===== src/rtl/sid_pkg.sv =====
// Shared definitions for the SID read-side blocks.
//   REG_*        : register offsets of the read-only SID registers
//   pot_state_t  : phase of the paddle measurement cycle
package sid_pkg;

  localparam logic [4:0] REG_POTX = 5'h19;
  localparam logic [4:0] REG_POTY = 5'h1A;
  localparam logic [4:0] REG_OSC3 = 5'h1B;
  localparam logic [4:0] REG_ENV3 = 5'h1C;

  typedef enum logic {
    POT_DISCHARGE = 1'b0,
    POT_COUNT     = 1'b1
  } pot_state_t;

endpackage


===== src/rtl/sid_pot_axis.sv =====
// One paddle axis: comparator synchronizer, per-cycle captured flag and the
// POT result register. Timing comes from the shared phase counter in
// sid_readback.
//   CLK, RST, CLKen : clock, sync active-high reset, 1 MHz tick enable
//   state           : current measurement phase
//   phase_cnt       : shared phase counter (tick index within the phase)
//   phase_last      : phase_cnt is at its terminal value
//   cmp             : asynchronous comparator input
//   pot             : measured paddle value
module sid_pot_axis
  import sid_pkg::*;
(
  input  logic       CLK,
  input  logic       RST,
  input  logic       CLKen,
  input  pot_state_t state,
  input  logic [7:0] phase_cnt,
  input  logic       phase_last,
  input  logic       cmp,
  output logic [7:0] pot
);

  logic cmp_p0;
  logic cmp_p1;
  logic captured;

  always_ff @(posedge CLK) begin
    if (RST) begin
      cmp_p0   <= 1'b0;
      cmp_p1   <= 1'b0;
      captured <= 1'b0;
      pot      <= 8'h00;
    end else begin
      // stage p0 -> p1: two-flop synchronizer for the async comparator
      cmp_p0 <= cmp;
      cmp_p1 <= cmp_p0;
      if (CLKen) begin
        if (state == POT_DISCHARGE) begin
          if (phase_last) begin
            captured <= 1'b0;
          end
        end else if (phase_last) begin
          // End of count wins over a same-tick comparator edge.
          if (!captured) begin
            pot <= 8'hFF;
          end
        end else if (!captured && cmp_p1) begin
          pot      <= phase_cnt;
          captured <= 1'b1;
        end
      end
    end
  end

endmodule


===== src/rtl/sid_readback.sv =====
// SID read side: services CPU reads of POTX/POTY/OSC3/ENV3, returns the
// decaying floating-bus value for every other address, and runs the paddle
// discharge/count measurement cycle.
//   CLK, RST, CLKen     : clock, sync active-high reset, 1 MHz tick enable
//   WR, RD, ADDR        : register bus strobes and address
//   DATA_IN             : write data (feeds the floating-bus latch)
//   OSC3, ENV3          : voice 3 values returned on read
//   POTX_CMP, POTY_CMP  : asynchronous paddle comparators
//   POT_DISCH           : high while paddle capacitors are discharged
//   DATA_OUT, RD_ACK    : read data, valid with the one-cycle RD_ACK pulse
module sid_readback
  import sid_pkg::*;
#(
  parameter int BASE_ADDR   = 0,
  parameter int DECAY_TICKS = 8192,
  parameter int POT_HALF    = 256
) (
  input  logic       CLK,
  input  logic       RST,
  input  logic       CLKen,
  input  logic       WR,
  input  logic       RD,
  input  logic [4:0] ADDR,
  input  logic [7:0] DATA_IN,
  input  logic [7:0] OSC3,
  input  logic [7:0] ENV3,
  input  logic       POTX_CMP,
  input  logic       POTY_CMP,
  output logic       POT_DISCH,
  output logic [7:0] DATA_OUT,
  output logic       RD_ACK
);

  localparam int              DECAY_W    = $clog2(DECAY_TICKS + 1);
  localparam logic [DECAY_W-1:0] DECAY_MAX  = DECAY_W'(DECAY_TICKS);
  localparam logic [DECAY_W-1:0] DECAY_LAST = DECAY_W'(DECAY_TICKS - 1);
  localparam logic [7:0]      PHASE_LAST = 8'(POT_HALF - 1);
  localparam logic [4:0]      ADDR_POTX  = 5'(BASE_ADDR + int'(REG_POTX));
  localparam logic [4:0]      ADDR_POTY  = 5'(BASE_ADDR + int'(REG_POTY));
  localparam logic [4:0]      ADDR_OSC3  = 5'(BASE_ADDR + int'(REG_OSC3));
  localparam logic [4:0]      ADDR_ENV3  = 5'(BASE_ADDR + int'(REG_ENV3));

  function automatic logic [DECAY_W-1:0] decay_sat_inc(input logic [DECAY_W-1:0] v);
    return (v == DECAY_MAX) ? v : v + DECAY_W'(1);
  endfunction

  pot_state_t         state;
  logic [7:0]         phase_cnt;
  logic               phase_last;
  logic               pot_disch;
  logic [7:0]         potx;
  logic [7:0]         poty;
  logic [7:0]         bus_latch;
  logic [DECAY_W-1:0] decay_cnt;
  logic [7:0]         rd_val;
  logic               rd_is_reg;
  logic [7:0]         data_out_p1;
  logic               vld_p1;

  assign phase_last = (phase_cnt == PHASE_LAST);

  always_ff @(posedge CLK) begin
    if (RST) begin
      state     <= POT_DISCHARGE;
      phase_cnt <= 8'h00;
      pot_disch <= 1'b1;
    end else if (CLKen) begin
      if (phase_last) begin
        phase_cnt <= 8'h00;
        if (state == POT_DISCHARGE) begin
          state     <= POT_COUNT;
          pot_disch <= 1'b0;
        end else begin
          state     <= POT_DISCHARGE;
          pot_disch <= 1'b1;
        end
      end else begin
        phase_cnt <= phase_cnt + 8'd1;
      end
    end
  end

  sid_pot_axis u_potx (
    .CLK        (CLK),
    .RST        (RST),
    .CLKen      (CLKen),
    .state      (state),
    .phase_cnt  (phase_cnt),
    .phase_last (phase_last),
    .cmp        (POTX_CMP),
    .pot        (potx)
  );

  sid_pot_axis u_poty (
    .CLK        (CLK),
    .RST        (RST),
    .CLKen      (CLKen),
    .state      (state),
    .phase_cnt  (phase_cnt),
    .phase_last (phase_last),
    .cmp        (POTY_CMP),
    .pot        (poty)
  );

  always_comb begin
    rd_val    = bus_latch;
    rd_is_reg = 1'b0;
    case (ADDR)
      ADDR_POTX: begin rd_val = potx; rd_is_reg = 1'b1; end
      ADDR_POTY: begin rd_val = poty; rd_is_reg = 1'b1; end
      ADDR_OSC3: begin rd_val = OSC3; rd_is_reg = 1'b1; end
      ADDR_ENV3: begin rd_val = ENV3; rd_is_reg = 1'b1; end
      default:   ;
    endcase
  end

  always_ff @(posedge CLK) begin
    if (RST) begin
      vld_p1      <= 1'b0;
      data_out_p1 <= 8'h00;
      bus_latch   <= 8'h00;
      decay_cnt   <= '0;
    end else begin
      // stage p0 -> p1: registered read response
      vld_p1 <= RD;
      if (RD) begin
        data_out_p1 <= rd_val;
      end
      // Old latch value is already in rd_val, so WR may overwrite it freely.
      if (WR) begin
        bus_latch <= DATA_IN;
      end else if (RD && rd_is_reg) begin
        bus_latch <= rd_val;
      end else if (CLKen && !RD && decay_cnt == DECAY_LAST) begin
        bus_latch <= 8'h00;
      end
      if (WR || RD) begin
        decay_cnt <= '0;
      end else if (CLKen) begin
        decay_cnt <= decay_sat_inc(decay_cnt);
      end
    end
  end

  assign POT_DISCH = pot_disch;
  assign DATA_OUT  = data_out_p1;
  assign RD_ACK    = vld_p1;

endmodule


===== config.mk =====
export PLATFORM = sky130hd
export DESIGN_NAME = sid_readback
export DESIGN_NICKNAME = d
export VERILOG_FILES = /design/src/rtl/sid_pkg.sv /design/src/rtl/sid_pot_axis.sv /design/src/rtl/sid_readback.sv
export SDC_FILE = /design/constraint.sdc
export NUM_CORES = 1
export LEC_CHECK = 0
export ABC_AREA = 1
export BUFFER_PORTS_ARGS = -buffer_cell sky130_fd_sc_hd__clkbuf_2
export CAP_MARGIN = 10
export CORE_MARGIN = 2
export CORE_UTILIZATION = 48
export CTS_CLUSTER_DIAMETER = 50
export DETAILED_ROUTE_END_ITERATION = 8
export PLACE_DENSITY = 0.68
export SKIP_LAST_GASP = 1
export SYNTH_ARGS = -nofsm -noshare
export SYNTH_HDL_FRONTEND = slang
export SYNTH_SLANG_ARGS = --single-unit

===== constraint.sdc =====
create_clock -name CLK -period 2.9 [get_ports CLK]
set_clock_uncertainty 0.05 [all_clocks]
set_input_delay 0.435 -clock CLK [delete_from_list [all_inputs] [get_ports CLK]]
set_output_delay 0.435 -clock CLK [all_outputs]
set_load 0.01 [all_outputs]

# Word-level counts from Yosys, hierarchy flattened
# Cells that the tools add are included.
# classes
add_sub_neg	2
n_eq_ne	10
muxes	21
bitwise	1
reduce_logical	21
# ops
op	n
two-way mux 8 bit	10
case mux 8 bit (4 select lines)	1
equality test 5 bit, second input constant	4
AND reduction 4 bit	4
adder 14 x 1 -> 14 bit, second input constant	1
equality test 14 x 13 -> 1 bit, second input constant	1
equality test 14 bit, second input constant	1
two-way mux 1 bit	10
adder 8 x 1 -> 8 bit, second input constant	1
equality test 8 bit, second input constant	1
!= test 2 bit, second input constant	3
nonzero test 2 bit	3
logical AND 1 bit	5
AND reduction 2 bit	2
OR reduction 4 bit	1
zero test 1 bit	3
nonzero test 3 bit	1
OR reduction 2 bit	1
logical OR 1 bit	1
NOT 1 bit	1
# totals
reg_bits	63
input_bits	36
wordCells	70

# Longest topological paths before layout
# Gate-level depths: netlist of the first run.
# depth
ltp_word	6
mapped_depth	11
mapped_depth_nobuf	11

# Modules after synthesis
# Synthesis of the first run repeated with hierarchy kept, for this count alone.
# unflattened
hier_cells	529
area_unflattened_um2	3447.1
# by_module_without_submodules
module	instances	cells_per_inst	area_per_inst_um2	seq_area_each_um2
sid_readback	1	391	2453.6	820.8
sid_pot_axis	2	69	496.7	220.2

# Least setup slack after synthesis of the first run
# OpenSTA, ideal clock, no wires.
# synth_path
kind	reg-to-reg
from	register decay_cnt[0]
to	register bus_latch[2]
setup_ps	117
arrival_ps	1408
slack_ps	1325
stages_incl_launch_ff	9
path_buffers	0
path_cell_list	dfxtp_1 ha_1 nand3_1 nor2_1 nand3_2 nand3_4 nand2_1 nor2_1 nor2_1
# synth_between
elab_chain_len	3
# synth_rtl
item	line	text
start: declaration	sid_readback.sv:54	logic [DECAY_W-1:0] decay_cnt;
start signal: assignment	sid_readback.sv:140	decay_cnt <= decay_sat_inc(decay_cnt);
equality test 14 x 13 -> 1 bit	sid_readback.sv:134	end else if (CLKen && !RD && decay_cnt == DECAY_LAST) begin
logical AND 1 bit	sid_readback.sv:134	
nonzero test 3 bit (no line)	--	
end signal: assignment	sid_readback.sv:133	bus_latch <= rd_val;
end: declaration	sid_readback.sv:53	logic [7:0] bus_latch;
# Every way passes these cells.
# A chain may end at the register's enable or synchronous reset.

# Final worst setup path of the first run
# layout_path
from	register decay_cnt[0]
to	register decay_cnt[2]
# layout_between
elab_chain_len	3
word_cells_on_any_way	4
cone_classes	add/sub: 1; eq/ne: 1; bitwise: 1; reduce/logical: 1
# layout_rtl
item
branches (longest 3 deep; another with adder 14 x 1 -> 14 bit)
# Several ways; the timed one is not identified.

==> results of run 1 <==
==> metal layers <==
metal / GRT usage / vias up / wire [µm]
met2: 0.3533 / 98 / 3579
li1: - / 1716 / -
met1: 0.3060 / 1451 / 3898
met5: 0 / - / 0
met4: 0.09231 / 0 / 165
met3: 0.03959 / 17 / 413
==> power groups by stage <==
stage	logic, µW	clock network, µW	registers [µW]
after floorplan	108	0	916
after global placement	165	0	915
after detailed placement	168	0	915
after CTS	169	758	895
after global routing	191	799	897
final	168	749	895
==> critical path, stage by stage (launching register included) <==
cell                      delay [ns]
sky130_fd_sc_hd__dfxtp_1        0.41
sky130_fd_sc_hd__inv_1          0.10
sky130_fd_sc_hd__ha_1           0.20
sky130_fd_sc_hd__nand3_1        0.09
sky130_fd_sc_hd__nor2_1         0.05
sky130_fd_sc_hd__nand2_1        0.05
sky130_fd_sc_hd__nand2_1        0.27
sky130_fd_sc_hd__inv_1          0.43
sky130_fd_sc_hd__nand2_1        0.11
sky130_fd_sc_hd__o21ai_0        0.16
sky130_fd_sc_hd__nor2_1         0.05
==> kinds of logic after synthesis <==
group                    Yosys count
flip-flops                        63
buffers and inverters             66
AO/OA/AOI/OAI                     61
adder cells (fa/ha/maj)            4
AND/OR/NAND/NOR                  294
XOR/XNOR                           9
==> final cells by class <==
| class | count | area [µm²] |
|---|---|---|
| Fill cell | 657 | 2929 |
| Multi-Input combinational cell | 368 | 1847 |
| Inverter | 55 | 207.7 |
| Sequential cell | 63 | 1261 |
| Clock inverter | 6 | 61.31 |
| Clock buffer | 10 | 127.6 |
| Tap cell | 96 | 120.1 |
| Timing Repair Buffer | 47 | 240.2 |
==> cells in the final DEF (no fill, tap or decap), types with 2 or more instances in the layout <==
cell                       count
sky130_fd_sc_hd__a21oi_1      35
sky130_fd_sc_hd__o21ai_0      13
sky130_fd_sc_hd__nand3_2       2
sky130_fd_sc_hd__nor2_2        2
sky130_fd_sc_hd__inv_1        51
sky130_fd_sc_hd__buf_4         2
sky130_fd_sc_hd__xnor2_1       2
sky130_fd_sc_hd__nor2_1       42
sky130_fd_sc_hd__a21oi_2       6
sky130_fd_sc_hd__clkinv_2      4
sky130_fd_sc_hd__nand2_1     160
sky130_fd_sc_hd__ha_1          4
sky130_fd_sc_hd__xor2_1        7
sky130_fd_sc_hd__clkbuf_2     45
sky130_fd_sc_hd__clkbuf_8      9
sky130_fd_sc_hd__nor2_4        5
sky130_fd_sc_hd__nor3_1       10
sky130_fd_sc_hd__nand2_2       4
sky130_fd_sc_hd__dfxtp_1      63
sky130_fd_sc_hd__a22o_1        2
sky130_fd_sc_hd__clkinv_1      3
sky130_fd_sc_hd__nand3_1      39
sky130_fd_sc_hd__nand4_1      24
sky130_fd_sc_hd__nand3_4       4
==> cell usage after synthesis (2+ instances only) <==
| master | count | area share |
|---|---|---|
| sky130_fd_sc_hd__clkinv_1 | 3 | 0.0033 |
| sky130_fd_sc_hd__a22o_1 | 2 | 0.0052 |
| sky130_fd_sc_hd__dfxtp_1 | 63 | 0.37 |
| sky130_fd_sc_hd__nand3_4 | 4 | 0.021 |
| sky130_fd_sc_hd__buf_1 | 2 | 0.0022 |
| sky130_fd_sc_hd__nor3_1 | 10 | 0.015 |
| sky130_fd_sc_hd__nand2_2 | 4 | 0.0074 |
| sky130_fd_sc_hd__ha_1 | 4 | 0.015 |
| sky130_fd_sc_hd__buf_2 | 5 | 0.0074 |
| sky130_fd_sc_hd__nand3_1 | 39 | 0.058 |
| sky130_fd_sc_hd__nand2_1 | 160 | 0.18 |
| sky130_fd_sc_hd__o21ai_0 | 13 | 0.019 |
| sky130_fd_sc_hd__clkbuf_1 | 2 | 0.0022 |
| sky130_fd_sc_hd__nand4_1 | 24 | 0.044 |
| sky130_fd_sc_hd__xor2_1 | 7 | 0.018 |
| sky130_fd_sc_hd__nor2_2 | 2 | 0.0037 |
| sky130_fd_sc_hd__xnor2_1 | 2 | 0.0052 |
| sky130_fd_sc_hd__inv_1 | 51 | 0.057 |
| sky130_fd_sc_hd__nand3_2 | 2 | 0.0059 |
| sky130_fd_sc_hd__nor2_4 | 5 | 0.017 |
| sky130_fd_sc_hd__nor2_1 | 42 | 0.047 |
| sky130_fd_sc_hd__a21oi_1 | 35 | 0.052 |
| sky130_fd_sc_hd__a21oi_2 | 6 | 0.016 |
==> metrics by stage <==
step	utilization	cell area (µm²)	hold WS [ns]	cells	setup slack [ns]
2_1_floorplan	-	3374	0.3383	497	1.325
3_3_place_gp	0.5411	3676	0.3388	629	0.9530
3_5_place_dp	0.5411	3676	0.3424	629	0.8919
4_1_cts	0.5689	3865	0.2191	645	0.8793
5_1_grt	0.5689	3865	0.2314	645	0.6264
6_report	0.5689	3865	0.2315	645	0.8270
==> worst max path at each step <==
stage / startpoint / endpoint / slack, ns / cells past startpoint
after floorplan: decay_cnt[0] / bus_latch[2] / 1.32 / 8
after global placement: ADDR[4] / bus_latch[6] / 0.95 / 10
after detailed placement: decay_cnt[0] / decay_cnt[2] / 0.89 / 10
after CTS: decay_cnt[0] / decay_cnt[2] / 0.88 / 10
after global routing: decay_cnt[0] / decay_cnt[2] / 0.63 / 10
final: decay_cnt[0] / decay_cnt[2] / 0.83 / 10
==> registers in the layout (all words and copies together) (netlist names), 8 cells and up <==
| name | cells |
|---|---|
| bus_latch | 8 |
| DATA_OUT | 8 |
| phase_cnt | 8 |
| decay_cnt | 14 |
| u_poty.pot | 8 |
| u_potx.pot | 8 |
==> out/summary.md, run 1 <==
### Floorplanning
• 0.4967 — effective utilization at floorplan
• 6794 µm² — Core ar.
• 7717 µm² — die footprint
• 46 — boundary pin count
• 87.85 µm — die width
• 30 — standard-cell rows
• 87.85 µm — die outline height

### Route
• 5 — Pre-Repair DR Iteration Count
• 3282 — overall via count from detail_route
• 172 — violation count after the first detailed-routing iteration
• 0 — Post-route DRC
• 0 — Antenna Nets Post-Route
• 12.49 µm — routed len/inst
• 5.088 — detail-routed via count per cell
• 8.058 mm — aggregate routed wire length

### Synthesis
• 63 — number of flip-flops and latches in the synthesized netlist
• 0 — count of warnings emitted by yosys
• 537 — number of nets in the synthesized netlist
• 0.02336 — xor and xnor fraction of the mapped netlist area
• 0 — number of synthesized flops with an enable pin
• sky130_fd_sc_hd__dfxtp_1 — dominant synthesized flop cell
• 3374 µm² — post-synthesis cell area
• 0.1057 — post-synthesis compound-gate area fraction
• simple AND/OR/NAND/NOR gates — combinational family with the most area after synthesis
• 0.3737 — portion of the post-synthesis area used by sequential elements
• 0.01483 — arithmetic-cell share of the synthesized area counting full adders, half adders and majority gates
• 497 — cells after synthesis
• 6.790 µm² — Avg Cell Area, Syn
• 0 — mux cell area share after synthesis
• 33 — number of unique standard cell types used by synthesis
• 0 — Post-synth ARST share
• 0.4034 — area fraction in and, or, nand and nor cells after synthesis

### Global routing
• 13.63 mm — wire length of the first global-routing pass
• 27 — maximum number of pins on one net before global-route repair
• 2963 — number of global-route vias before repair
• 0 — remaining global-route overflow
• 0 — antenna violations before repair
• 0.2251 — total global-route track usage

### Worst setup path
• flip-flop — startpoint types
• 14 — CP Max Fanout
• 10 — R2R cell count
• decay_cnt[2] — reg-to-reg critical path endpoint
• 3.09 ns — Critical Path RT
• decay_cnt[0] — Crit Reg-Reg Startpoint
• reg2reg — critical path class
• 2.27 ns — critical path data arrival time
• flip-flop — kind of capture point of the worst setup path
• 0.83 ns — worst setup slack for register-to-register paths

### Timing
• 2.073 ns — min Tclk post-route
• 0.7498 ns — measured slew at the worst slew-check pin
• 0 ns — Fin Setup TNS
• 0.4824 GHz — maximum frequency from static timing analysis
• no — RSZ-0062 raised after global routing
• 0 — max-slew violation count
• 0 — Final setup violation count
• 0.7148 — Final period util
• 0 — number of hold-slack violations in the final timing report
• 0.4949 — Max-slew headroom

### Run
• 0 — max-cap violations

### Pwr
• 1812 µW — total power draw
• 474.3 µW — Net Switching
• 0.413 — power share of the clock group
• 0.001686 µW — leakage power summed over all cells
• 468.8 nW/µm² — power per unit of standard cell area
• 0.2617 — switching part of the total
• 0.494 — register share of total power
• 0.093 — part of the power in combinational logic
• 260.0 µV — peak supply drop
• 1338 µW — internal power consumption

### Finish
• 584 — Final #Nets
• 14.53% — layout overhead on the synthesized area
• 0.1621 — share of post-route cells with drive strength above 1
• 0 — number of diodes added for antenna fixing

### Clock tree
• 3 — number of levels the H-tree was split into
• 0.08 ns — Clock Pin Slew Worst Setup and Hold Paths
• 0 — total of cells resized after clock tree synthesis
• 9 — number of buffers created by CTS
• 0 — postcts setup bufs
• 0.34 ns — insertion delay to the later sink of the worst-skew pair
• 2 — Clock Path Buffers
• done — TritonCTS clock tree
• sky130_fd_sc_hd__clkbuf_8 — root cell of the clock tree
• 63 — clock sinks
• 0 — count of hold buffers inserted by post-cts repair

### Placed design
• 0.8507 — global placement routability congestion
• 5.899 mm — final HPWL from detailed placement
• 45 — IO Port Bufs

### Worst hold path
• 3 — hold path cells
• u_potx.cmp_p0 — end point of the most critical hold path
• POTX_CMP — launch instance of the worst min-delay path
• in2reg — min-delay worst type

### Outcome
• finished clean — result of the run

Note: power is estimated with default switching activity, not from simulation.
==> inputs of run 2 (changes only) <==
PLACE_DENSITY = 0.71   (was 0.68)
clock period = 1.68 ns   (was 2.9 ns; I/O delays follow)
==> run 2 against run 1 <==
Non-clock buffer count is 23 higher. Sequential cell count stayed put. Power is 74% higher. First-iteration DRC count is 19% lower. Setup slack worse by 0.73 ns. Cell count is 3.6% higher. Sequential power is 73% higher. Count of clock-buffer cells in the layout is 2 higher. Clock power is 74% higher. Critical path depth is 2 lower. Combinational power is 85% higher. Cell area is 5.8% higher. Highest routed layer unchanged.
==> out/summary.md, run 2 (synthesized netlist as in run 1, its figures left out) <==
### Route
• 8.098 mm — aggregate routed wire length, was 8.058 mm
• 5.013 — detail-routed via count per cell, was 5.088
• 0 — Post-route DRC, unchanged
• 139 — violation count after the first detailed-routing iteration, was 172
• 0 — Antenna Nets Post-Route, unchanged
• 12.12 µm — routed len/inst, was 12.49 µm
• 3349 — overall via count from detail_route, was 3282
• 4 — Pre-Repair DR Iteration Count, was 5

### Worst setup path
• simple AND/OR/NAND/NOR gates — gate family responsible for the most delay along the worst path, unchanged
• 1.86 ns — Critical Path RT, was 3.09 ns
• 6 — CP Max Fanout, was 14
• reg2reg — critical path class, unchanged
• sky130_fd_sc_hd__ha_4 — critical path's most frequent cell, was sky130_fd_sc_hd__nand2_1
• 0.36 ns — worst stage delay on the critical path, was 0.43 ns
• 0 — buffer and inverter count on the worst path, was 2
• ha_4, nand2_4, nor2_4, nand3_4, ha_4, nand2_2, o211ai_1, nand2_1 — cells traversed along the worst timing path, was inv_1, ha_1, nand3_1, nor2_1, nand2_1, nand2_1, inv_1, nand2_1, o21ai_0, nor2_1
• 1.76 ns — critical path data arrival time, was 2.27 ns
• flip-flop — startpoint types, unchanged
• sky130_fd_sc_hd__dfxtp_4 — Critical Path Slowest Stage Cell, was sky130_fd_sc_hd__inv_1
• flip-flop — kind of capture point of the worst setup path, unchanged

### Clock tree
• 63 — clock sinks, unchanged
• 2 — Clock Path Buffers, unchanged
• sky130_fd_sc_hd__clkbuf_8 — root cell of the clock tree, unchanged
• 3 — number of levels the H-tree was split into, unchanged
• 0.07 ns — Clock Pin Slew Worst Setup and Hold Paths, was 0.08 ns
• 0 — count of hold buffers inserted by post-cts repair, unchanged
• 0.34 ns — insertion delay to the later sink of the worst-skew pair, about the same
• 9 — number of buffers created by CTS, unchanged
• done — TritonCTS clock tree, unchanged

### Timing
• 0.6401 — Max-slew headroom, was 0.4949
• 0 — Final setup violation count, unchanged
• 0.5379 ns — measured slew at the worst slew-check pin, was 0.7498 ns
• 0.04689 ns — final hold slack, was 0.2315 ns
• 0.6312 GHz — maximum frequency from static timing analysis, was 0.4824 GHz
• 1.584 ns — min Tclk post-route, was 2.073 ns
• 0.9431 — Final period util, was 0.7148
• 0 — number of hold-slack violations in the final timing report, unchanged
• 0 — max-slew violation count, unchanged
• 0.09562 ns — post-route worst setup slack, was 0.8270 ns

### Worst hold path
• in2reg — min-delay worst type, unchanged

### Floorplanning
• 30 — standard-cell rows, unchanged
• 46 — boundary pin count, unchanged
• 6794 µm² — Core ar., unchanged
• 0.4967 — effective utilization at floorplan, unchanged
• 87.85 µm — die outline height, unchanged
• 87.85 µm — die width, unchanged
• 7717 µm² — die footprint, unchanged

### Pwr
• 475.8 µV — peak supply drop, was 260.0 µV
• 0.001820 µW — leakage power summed over all cells, was 0.001686 µW
• 771.9 nW/µm² — power per unit of standard cell area, was 468.8 nW/µm²

### Run
• 0 — max-cap violations, unchanged

### Finish
• 607 — Final #Nets, was 584
• 14 — max FFs per register, unchanged
• 0.2133 — share of post-route cells with drive strength above 1, was 0.1621
• sky130_fd_sc_hd__nand2_1 — commonest non-fill, non-tap cell in the layout, unchanged
• decay_cnt — register containing the most flip-flops in the final layout, unchanged
• 0 — number of diodes added for antenna fixing, unchanged
• 157 x sky130_fd_sc_hd__nand2_1, 60 x sky130_fd_sc_hd__dfxtp_1, 49 x sky130_fd_sc_hd__inv_1 — top library cells by usage in the layout, fill and taps aside, was 160 x sky130_fd_sc_hd__nand2_1, 63 x sky130_fd_sc_hd__dfxtp_1, 51 x sky130_fd_sc_hd__inv_1
• 681 — FILL cells, was 657
• 0.6017 — final design utilization, was 0.5689
• 21.13% — layout overhead on the synthesized area, was 14.53%

### Placed design
• -0.01521 ns — pre-CTS WS, was 0.8919 ns
• 6.100 mm — final HPWL from detailed placement, was 5.899 mm
• 0.8822 — global placement routability congestion, was 0.8507
• 45 — IO Port Bufs, unchanged

### Global routing
• 0 — antenna violations before repair, unchanged
• 0.2246 — total global-route track usage, was 0.2251
• 13.63 mm — wire length of the first global-routing pass, about the same
• 0 — remaining global-route overflow, unchanged
• 17 — maximum number of pins on one net before global-route repair, was 27
• 3027 — number of global-route vias before repair, was 2963

### Outcome
• finished clean — result of the run, unchanged

[run 2: worst paths after layout]
path / end / slack, ns / depth (start not counted) / start
max reg2reg: u_potx.captured / 0.1 / 8 / phase_cnt[1]
min reg2reg: u_potx.cmp_p1 / 0.36 / 2 / u_potx.cmp_p0
min: u_potx.cmp_p0 / 0.05 / 3 / POTX_CMP
max: u_potx.captured / 0.1 / 8 / phase_cnt[1]
[run 2: worst reg2reg max path, cell delays in order (launching register included)]
cell and delay (ns):
sky130_fd_sc_hd__dfxtp_4 0.36, sky130_fd_sc_hd__ha_4 0.15, sky130_fd_sc_hd__nand2_4 0.06, sky130_fd_sc_hd__nor2_4 0.15, sky130_fd_sc_hd__nand3_4 0.14, sky130_fd_sc_hd__ha_4 0.30
sky130_fd_sc_hd__nand2_2 0.04, sky130_fd_sc_hd__o211ai_1 0.16, sky130_fd_sc_hd__nand2_1 0.07
[run 2: what timing repair did]
item | 4_1_cts | 5_1_grt
setup buffers | 1 | 3
endpoints found under the setup margin | 1 | 33
pin swaps | 1 | 8
resized for setup | 0 | 15
[run 2: power breakdown]
part,internal (µW),switching [µW]
clock,719,577
combinational,121,190
sequential,1530,21.0
[run 2: routing by layer]
metal | global-route usage | vias to the layer above | part of all wire
li1 | - | 1752 | -
met1 | 0.2929 | 1494 | 0.47
met2 | 0.3636 | 85 | 0.46
met3 | 0.04524 | 18 | 0.044
met4 | 0.09231 | 0 | 0.026
met5 | 0 | - | 0
[run 2: area by class of cell]
class	count	area, µm²	area share
Sequential cell	63	1270	0.3107
Clock buffer	12	145.1	0.03551
Clock inverter	4	45.04	0.01102
Tap cell	96	120.1	0.02938
Inverter	55	207.7	0.05081
Multi-Input combinational cell	368	1887	0.4616
Timing Repair Buffer	70	412.9	0.1010
[run 2: through the flow]
stage	cells	total power [µW]	instance area, µm²	setup TNS, ns
after floorplan	497	1766	3374	0
after global placement	648	1880	3819	0
after detailed placement	648	1887	3819	-0.01521
after CTS	665	3174	4016	0
after global routing	668	3310	4088	-0.004398
final	668	3155	4088	0
